===== src/rtl/lc3_pipeline_ctrl.sv =====
// LC3 pipeline sequencer: stage enables, data-memory access FSM, branch/jump
// fetch stall and ALU-result forwarding selects toward execute.
module lc3_pipeline_ctrl (
  input  logic        clock,
  input  logic        reset,
  input  logic        complete_instr,
  input  logic        complete_data,
  input  logic [15:0] IMem_dout,
  input  logic [15:0] IR,
  input  logic [15:0] IR_Exec,
  input  logic [2:0]  psr,
  output logic        enable_updatePC,
  output logic        enable_fetch,
  output logic        enable_decode,
  output logic        enable_execute,
  output logic        enable_writeback,
  output logic        br_taken,
  output logic        bypass_alu_1,
  output logic        bypass_alu_2,
  output logic [1:0]  mem_state
);

  typedef enum logic [1:0] {
    MEM_READ  = 2'd0,
    MEM_IND   = 2'd1,
    MEM_WRITE = 2'd2,
    MEM_IDLE  = 2'd3
  } mem_state_t;

  typedef enum logic {
    CTL_RUN     = 1'b0,
    CTL_BR_WAIT = 1'b1
  } ctl_state_t;

  localparam logic [3:0] OP_BR  = 4'b0000;
  localparam logic [3:0] OP_ADD = 4'b0001;
  localparam logic [3:0] OP_LD  = 4'b0010;
  localparam logic [3:0] OP_ST  = 4'b0011;
  localparam logic [3:0] OP_AND = 4'b0101;
  localparam logic [3:0] OP_LDR = 4'b0110;
  localparam logic [3:0] OP_STR = 4'b0111;
  localparam logic [3:0] OP_NOT = 4'b1001;
  localparam logic [3:0] OP_LDI = 4'b1010;
  localparam logic [3:0] OP_STI = 4'b1011;
  localparam logic [3:0] OP_JMP = 4'b1100;
  localparam logic [3:0] OP_LEA = 4'b1110;

  logic       r_dec_valid;
  logic       r_exec_valid;
  mem_state_t r_mem_state;
  ctl_state_t r_ctl_state;

  logic [3:0] w_exec_op;
  logic [3:0] w_dec_op;
  logic [3:0] w_fetch_op;
  logic       w_mem_idle;
  logic       w_run;
  logic       w_exec_is_branch;
  logic       w_fetch_is_branch;
  logic       w_resolve;
  logic       w_cond_met;
  logic       w_producer;
  logic       w_dec_sr1_user;
  logic       w_dec_sr2_user;
  logic       w_unused_bits;

  assign w_exec_op  = IR_Exec[15:12];
  assign w_dec_op   = IR[15:12];
  assign w_fetch_op = IMem_dout[15:12];
  assign w_unused_bits = ^{IR[11:9], IR[4:3], IMem_dout[11:0], IR_Exec[8:0]};

  // Gating with reset keeps every enable low while reset is held, even though
  // the registered state already sits at its idle values.
  assign w_mem_idle = (r_mem_state == MEM_IDLE);
  assign w_run      = reset & w_mem_idle;

  assign w_exec_is_branch  = (w_exec_op == OP_BR) || (w_exec_op == OP_JMP);
  assign w_fetch_is_branch = (w_fetch_op == OP_BR) || (w_fetch_op == OP_JMP);
  assign w_resolve  = w_run && (r_ctl_state == CTL_BR_WAIT) && r_exec_valid && w_exec_is_branch;
  assign w_cond_met = |(IR_Exec[11:9] & psr);

  assign enable_fetch     = w_run & complete_instr & (r_ctl_state == CTL_RUN);
  assign enable_updatePC  = enable_fetch | w_resolve;
  assign enable_decode    = w_run;
  assign enable_execute   = w_run;
  assign enable_writeback = w_run;
  assign br_taken         = w_resolve & ((w_exec_op == OP_JMP) | w_cond_met);
  assign mem_state        = r_mem_state;

  // A producer is a valid ALU-class result in execute feeding a valid decode.
  assign w_producer = r_exec_valid && r_dec_valid &&
                      ((w_exec_op == OP_ADD) || (w_exec_op == OP_AND) ||
                       (w_exec_op == OP_NOT) || (w_exec_op == OP_LEA));
  assign w_dec_sr1_user = (w_dec_op == OP_ADD) || (w_dec_op == OP_AND) || (w_dec_op == OP_NOT);
  assign w_dec_sr2_user = ((w_dec_op == OP_ADD) || (w_dec_op == OP_AND)) && !IR[5];
  assign bypass_alu_1 = w_producer && w_dec_sr1_user && (IR_Exec[11:9] == IR[8:6]);
  assign bypass_alu_2 = w_producer && w_dec_sr2_user && (IR_Exec[11:9] == IR[2:0]);

  always_ff @(posedge clock or negedge reset) begin
    if (!reset) begin
      r_dec_valid  <= 1'b0;
      r_exec_valid <= 1'b0;
      r_mem_state  <= MEM_IDLE;
      r_ctl_state  <= CTL_RUN;
    end else begin
      r_dec_valid  <= enable_decode;
      r_exec_valid <= enable_execute;

      case (r_mem_state)
        MEM_IDLE: begin
          if (r_exec_valid) begin
            case (w_exec_op)
              OP_LD, OP_LDR:  r_mem_state <= MEM_READ;
              OP_LDI, OP_STI: r_mem_state <= MEM_IND;
              OP_ST, OP_STR:  r_mem_state <= MEM_WRITE;
              default:        r_mem_state <= MEM_IDLE;
            endcase
          end
        end
        MEM_IND: begin
          if (complete_data)
            r_mem_state <= (w_exec_op == OP_STI) ? MEM_WRITE : MEM_READ;
        end
        MEM_READ, MEM_WRITE: begin
          if (complete_data) r_mem_state <= MEM_IDLE;
        end
        default: r_mem_state <= MEM_IDLE;
      endcase

      case (r_ctl_state)
        CTL_RUN:     if (enable_fetch && w_fetch_is_branch) r_ctl_state <= CTL_BR_WAIT;
        CTL_BR_WAIT: if (w_resolve) r_ctl_state <= CTL_RUN;
        default:     r_ctl_state <= CTL_RUN;
      endcase
    end
  end

endmodule


===== config.mk =====
export PLATFORM = sky130hd
export DESIGN_NAME = lc3_pipeline_ctrl
export DESIGN_NICKNAME = d
export VERILOG_FILES = /design/src/rtl/lc3_pipeline_ctrl.sv
export SDC_FILE = /design/constraint.sdc
export NUM_CORES = 1
export LEC_CHECK = 0
export ABC_AREA = 0
export BUFFER_PORTS_ARGS = -buffer_cell sky130_fd_sc_hd__buf_4
export CORE_UTILIZATION = 30
export DETAILED_ROUTE_END_ITERATION = 7
export MAX_ROUTING_LAYER = met4
export PLACE_DENSITY = 0.83
export SLEW_MARGIN = 25
export SYNTH_ARGS = -nofsm -noshare
export SYNTH_HDL_FRONTEND = slang
export SYNTH_SLANG_ARGS = --single-unit

===== constraint.sdc =====
create_clock -name clock -period 3.38 [get_ports clock]
set_clock_uncertainty 0.05 [all_clocks]
set_input_delay 0 -clock clock [delete_from_list [all_inputs] [get_ports clock]]
set_output_delay 0 -clock clock [all_outputs]
set_load 0.01 [all_outputs]

# ---- Word-level counts from Yosys, hierarchy flattened
# Index checks and enable logic that the tools add are counted.
dict set report word_totals {
  word_cells 70
  in_bits 55
  register_bits 4
  output_inout_bits 10
}
dict set report op_classes {
  bitwise_logic 8
  n_reduce_logical 27
  n_mux 9
  eq_ne 23
}
# cell count
set op_table {}
lappend op_table {{== test 4 bit (second input constant)} 7}
lappend op_table {{== test 4 x 3 -> 1 bit (second input constant)} 4}
lappend op_table {{one-hot mux 2 bit (3 select lines)} 2}
lappend op_table {{logical AND 1 bit} 10}
lappend op_table {{== test 4 x 1 -> 1 bit (second input constant)} 2}
lappend op_table {{== test 4 x 2 -> 1 bit (second input constant)} 2}
lappend op_table {{zero test 4 bit} 2}
lappend op_table {{2-to-1 mux 2 bit} 4}
lappend op_table {{OR reduction 2 bit} 4}
lappend op_table {{logical OR 1 bit} 7}
lappend op_table {{== test 3 bit} 2}
lappend op_table {{!= test 2 bit (second input constant)} 3}
lappend op_table {{AND 1 bit} 4}
lappend op_table {{== test 2 bit (second input constant)} 2}
lappend op_table {{AND 3 bit} 1}
lappend op_table {{AND reduction 3 bit} 1}
lappend op_table {{OR reduction 3 bit} 1}
lappend op_table {{== test 2 x 1 -> 1 bit (second input constant)} 1}
lappend op_table {{zero test 2 bit} 1}
lappend op_table {{2-to-1 mux 1 bit} 2}
lappend op_table {{bitwise OR 1 bit} 2}
lappend op_table {{one-hot mux 1 bit (2 select lines)} 1}
lappend op_table {{zero test 1 bit} 1}
lappend op_table {{NOT 1 bit} 1}

# ---- Longest topological paths before layout
dict set report depth {
  depth_word 7
  ltp_mapped 4
  mapped_depth_nobuf 4
}

# ---- Worst setup path before layout
# OpenSTA, ideal clock, no wires.
dict set report synth_timing {
  kind {reg-to-reg}
  from {reg r_mem_state[0] (netlist: mem_state[0])}
  to {reg r_ctl_state}
  path_slack_ns 2.048
  t_required_ns 3.210
  stages_incl_launch_ff 5
  path_buffers 0
  setup_time_ns 0.120
  synth_period_minus_slack_ns 1.332
  arrival_time_ns 1.162
  cell_sequence {dfstp_2 nand3_2 inv_1 a41oi_2 a31o_1}
}
dict set report synth_via {
  elab_chain_len 7
  word_cells_on_any_way 11
  cone_classes {eq/ne: 1; mux: 3; bitwise: 3; reduce/logical: 4}
}
# element line
set synth_lines {}
lappend synth_lines {{from (decl)} 50} ;# mem_state_t r_mem_state;
lappend synth_lines {{from (signal assigned)} 122} ;# r_mem_state <= (w_exec_op == OP_STI) ? MEM_WRITE : MEM_READ;
lappend synth_lines {{== test 2 bit (*)} 74} ;# assign w_mem_idle = (r_mem_state == MEM_IDLE);
lappend synth_lines {{AND 1 bit (*)} 75} ;# assign w_run = reset & w_mem_idle;
lappend synth_lines {{net enable_decode} 14} ;# output logic enable_decode,
lappend synth_lines {{AND 1 bit or logical AND 1 bit (tied branches) (2 in series)} {82, 79}}
lappend synth_lines {{logical AND 1 bit, on equally long branches} {131, 79}}
lappend synth_lines {{2-to-1 mux 1 bit, on equally long branches} {131, 132}}
lappend synth_lines {{one-hot mux 1 bit (2 select lines) (*)} 130} ;# case (r_ctl_state)
lappend synth_lines {{to (signal assigned)} 131} ;# CTL_RUN: if (enable_fetch && w_fetch_is_branch) r_ctl_state <= CTL_BR_WAIT;
lappend synth_lines {{to (signal assigned)} 132} ;# CTL_BR_WAIT: if (w_resolve) r_ctl_state <= CTL_RUN;
lappend synth_lines {{to (signal assigned)} 133} ;# default: r_ctl_state <= CTL_RUN;
lappend synth_lines {{to (decl)} 51} ;# ctl_state_t r_ctl_state;
# Mark *: on every way through the listed nets, which the timed path passes. The rest lies on a longest branch.
# A chain may end at the register's enable or synchronous reset.

# ---- Worst setup path after layout
dict set report layout_timing {
  from {reg r_mem_state[0] (netlist: mem_state[0])}
  to {out br_taken}
}
dict set report layout_via {
  elab_chain_len 6
}
# element line
set layout_lines {}
lappend layout_lines {{== test 2 bit} 74}
lappend layout_lines {{AND 1 bit} 75}
lappend layout_lines {{logical AND 1 bit (3 in series)} 79} ;# assign w_resolve = w_run && (r_ctl_state == CTL_BR_WAIT) && r_exec_valid && w_exec_is_branch;
lappend layout_lines {{AND 1 bit} 87} ;# assign br_taken = w_resolve & ((w_exec_op == OP_JMP) | w_cond_met);
lappend layout_lines {{to (decl)} 17} ;# output logic br_taken,
# Every way passes these cells.

==> results.json <==
{
  "finalMaxSlewViolations": 0,
  "via_count": 534,
  "antenna_found_initial": 0,
  "netlist_area_um2": 437,
  "hold_buffers": 3,
  "antennaDiodeCount": 0,
  "cts-root-buf": "clkbuf_4",
  "worst_pin_slew_ns": 0.355,
  "setup_viol": 0,
  "cp.arrival_ns": 1.33,
  "cts_resized": 0,
  "grt_pass1_wl_um": 1930,
  "die_y_um": 40.2,
  "hold_viol": 0,
  "slowest_stage": "dfstp_2",
  "path_depth": 3,
  "critPathMaxStageDelay_ns": 0.58,
  "cts_buffers": 3,
  "clk_pin_slew_ns": 0.04,
  "grt_pass1_vias": 517,
  "start_util_pct": 32.7,
  "synth.distinct_cells": 26,
  "tns_ns": 0,
  "grt_start_max_net_pins": 8,
  "cp_max_fo": 7,
  "peakVddDrop_v": 0.000246,
  "routed_wl_um": 1230,
  "worst-endpoint-required_ns": 3.33,
  "fin_area_um2": 771,
  "die_area_um2": 1610,
  "reg2reg_depth": 4,
  "clock_latency_ns": 0.23,
  "cts_tree": "yes",
  "pwr-share-seq_pct": 30.8,
  "syn-num-nets": 105,
  "leakage_nw": 0.365,
  "p_sw_share_pct": 35.8,
  "wl_per_cell_um": 11.6,
  "status": "complete, no violations",
  "htree_levels": 1,
  "synth_cells": 50,
  "viasPerCell": 5.04,
  "fmaxAchievable_mhz": 725,
  "ys_seq_area_share_pct": 23.5,
  "coreArea_um2": 1330,
  "ios": 65,
  "synth-seq-cells": 4,
  "yosysWarnings": 0,
  "syn_avg_cell_area_um2": 8.73,
  "rsz0062_at_grt": "no",
  "endpoint_kind": "output pin",
  "grt_overflow_total": 0,
  "rows": 13,
  "critical_path_class": "register to output pin",
  "cp_num_buf_inv": 1,
  "fin_crit_ns": 1.38,
  "gr-usage-all-layers_pct": 18.8,
  "fin_nets": 148,
  "drt_drc_violations_left": 0,
  "power_density_nw_per_um2": 419,
  "min_period_over_period_pct": 40.8,
  "antenna_left": 0,
  "clockBufferDepth": 2,
  "dpl_cell_area_um2": 718,
  "power_uw": 323,
  "die_w_um": 40.2,
  "path_cells": "nand3_2 > a211oi_1 > buf_4",
  "combPwrFrac_pct": 51.3,
  "hold_class": "input port to async pin",
  "drv_cap": 0,
  "cp_top_family": "flip-flops",
  "drt_iter0_drc": 10,
  "p_clk_share_pct": 17.8,
  "postCtsSetupBuffers": 0,
  "relSlewSlack_pct": 76.4,
  "cp-start-kind": "register",
  "place.gp.congestion": 0.705,
  "area_delta_synth_final_pct": 76.5,
  "portBuffers": 38,
  "dr.pass1.iters": 4,
  "switchingPower_uw": 116,
  "cts_sinks": 4,
  "p_int_uw": 207,
  "drive_above_1_share_pct": 51.6
}
==> layout make-up <==
| cell class | instances | area, um^2 |
|---|---|---|
| inverter | 3 | 11.3 |
| timing repair buffer | 41 | 315 |
| multi-input combinational | 40 | 300 |
| sequential | 4 | 103 |
| clock buffer | 3 | 22.5 |
| tap | 15 | 18.8 |
| fill | 134 | 563 |
==> layer usage <==
metal | share of wire, % | routed length, um | track usage (%) | up-vias
met2 | 50 | 620 | 34.3 | 23
met3 | 7.2 | 89 | 3.33 | 2
met5 | 0 | 0 | - | -
met4 | 1.1 | 14 | 10.3 | 0
met1 | 41 | 509 | 18.6 | 239
li1 | - | - | - | 270
==> registers in the layout, indices dropped and copies added (netlist names) <==
name / cells
r_ctl_state: 1
mem_state: 2
r_exec_valid: 1
==> final timing paths <==
check / from / to / slack, ns
setup / recovery: mem_state[0]$_DFFE_PN1P_ / br_taken / 2.00
hold / removal: reset / r_ctl_state$_DFF_PN0_ / 0.06
setup reg to reg: mem_state[0]$_DFFE_PN1P_ / r_ctl_state$_DFF_PN0_ / 2.04
hold reg to reg: mem_state[1]$_DFFE_PN1P_ / mem_state[0]$_DFFE_PN1P_ / 0.52
max in group asynchronous: reset / mem_state[0]$_DFFE_PN1P_ / 3.02
min in group clock: IMem_dout[13] / r_ctl_state$_DFF_PN0_ / 0.08
==> through the flow <==
| stage | util (%) | hold WS [ns] | worst slack (ns) | cells |
|---|---|---|---|---|
| after floorplan | - | -0.346 | 2.05 | 50 |
| after global placement | 53.8 | -0.248 | 2.04 | 100 |
| after detailed placement | 53.8 | -0.246 | 2.04 | 100 |
| after CTS | 57.8 | 0.0496 | 1.97 | 106 |
| after global routing | 57.8 | 0.0729 | 1.93 | 106 |
| final | 57.8 | 0.0583 | 2.00 | 106 |
==> power groups by stage <==
stage          clock, mW  combinational [mW]  sequential [mW]
5_1_grt           0.0650               0.183            0.103
4_1_cts           0.0604               0.167           0.0995
3_5_place_dp           0               0.164           0.0994
2_1_floorplan          0              0.0917            0.100
3_3_place_gp           0               0.161           0.0991
6_report          0.0575               0.166           0.0996
==> cells by family (layout without fill, tap and decap cells) <==
family,Yosys count,after routing,share of synthesized area (%)
and+or+nand+nor,20,20,29.2
muxes,1,1,2.29
DFF,4,4,23.5
AOI/OAI and AO/OA,11,11,19.5
buffers and inverters,6,47,7.74
xor gates and xnor gates,8,8,17.8
==> cells in the mapped netlist (all sizes together) <==
master,count,share of area [%]
xnor2,7,16
a211oi,1,1.7
nand2,3,2.6
and4b,2,4.6
a21oi,4,4.6
nand3,3,4.6
nand4b,1,2.0
a41oi,2,5.7
a31o,2,4.0
nand3b,2,3.4
nand4,2,2.9
xor2,1,2.0
nor4,1,2.9
inv,3,2.6
and2,1,1.4
dfrtp,2,11
nor2,3,2.6
dfstp,2,12
a222oi,1,2.3
nor3,2,2.3
o21ai,1,1.1
buf,3,5.2
mux2i,1,2.3
==> cells in the final DEF (no fill, tap or decap) <==
cell / count
and2_1: 1
dfstp_2: 2
mux2i_1: 1
and4b_1: 2
nand2_1: 3
dlygate4sd3_1: 3
nor2_1: 3
inv_1: 3
a31o_1: 2
nand3_2: 1
nand4b_1: 1
o21ai_0: 1
clkbuf_4: 3
nor4_2: 1
a21oi_1: 4
nand4_1: 2
nand3_1: 2
xor2_1: 1
a222oi_1: 1
a211oi_1: 1
a41oi_1: 1
xnor2_2: 1
buf_4: 38
dfrtp_1: 2
nand3b_1: 2
a41oi_2: 1
nor3_1: 2
xnor2_1: 6
Power figures use the tool's default switching activity.
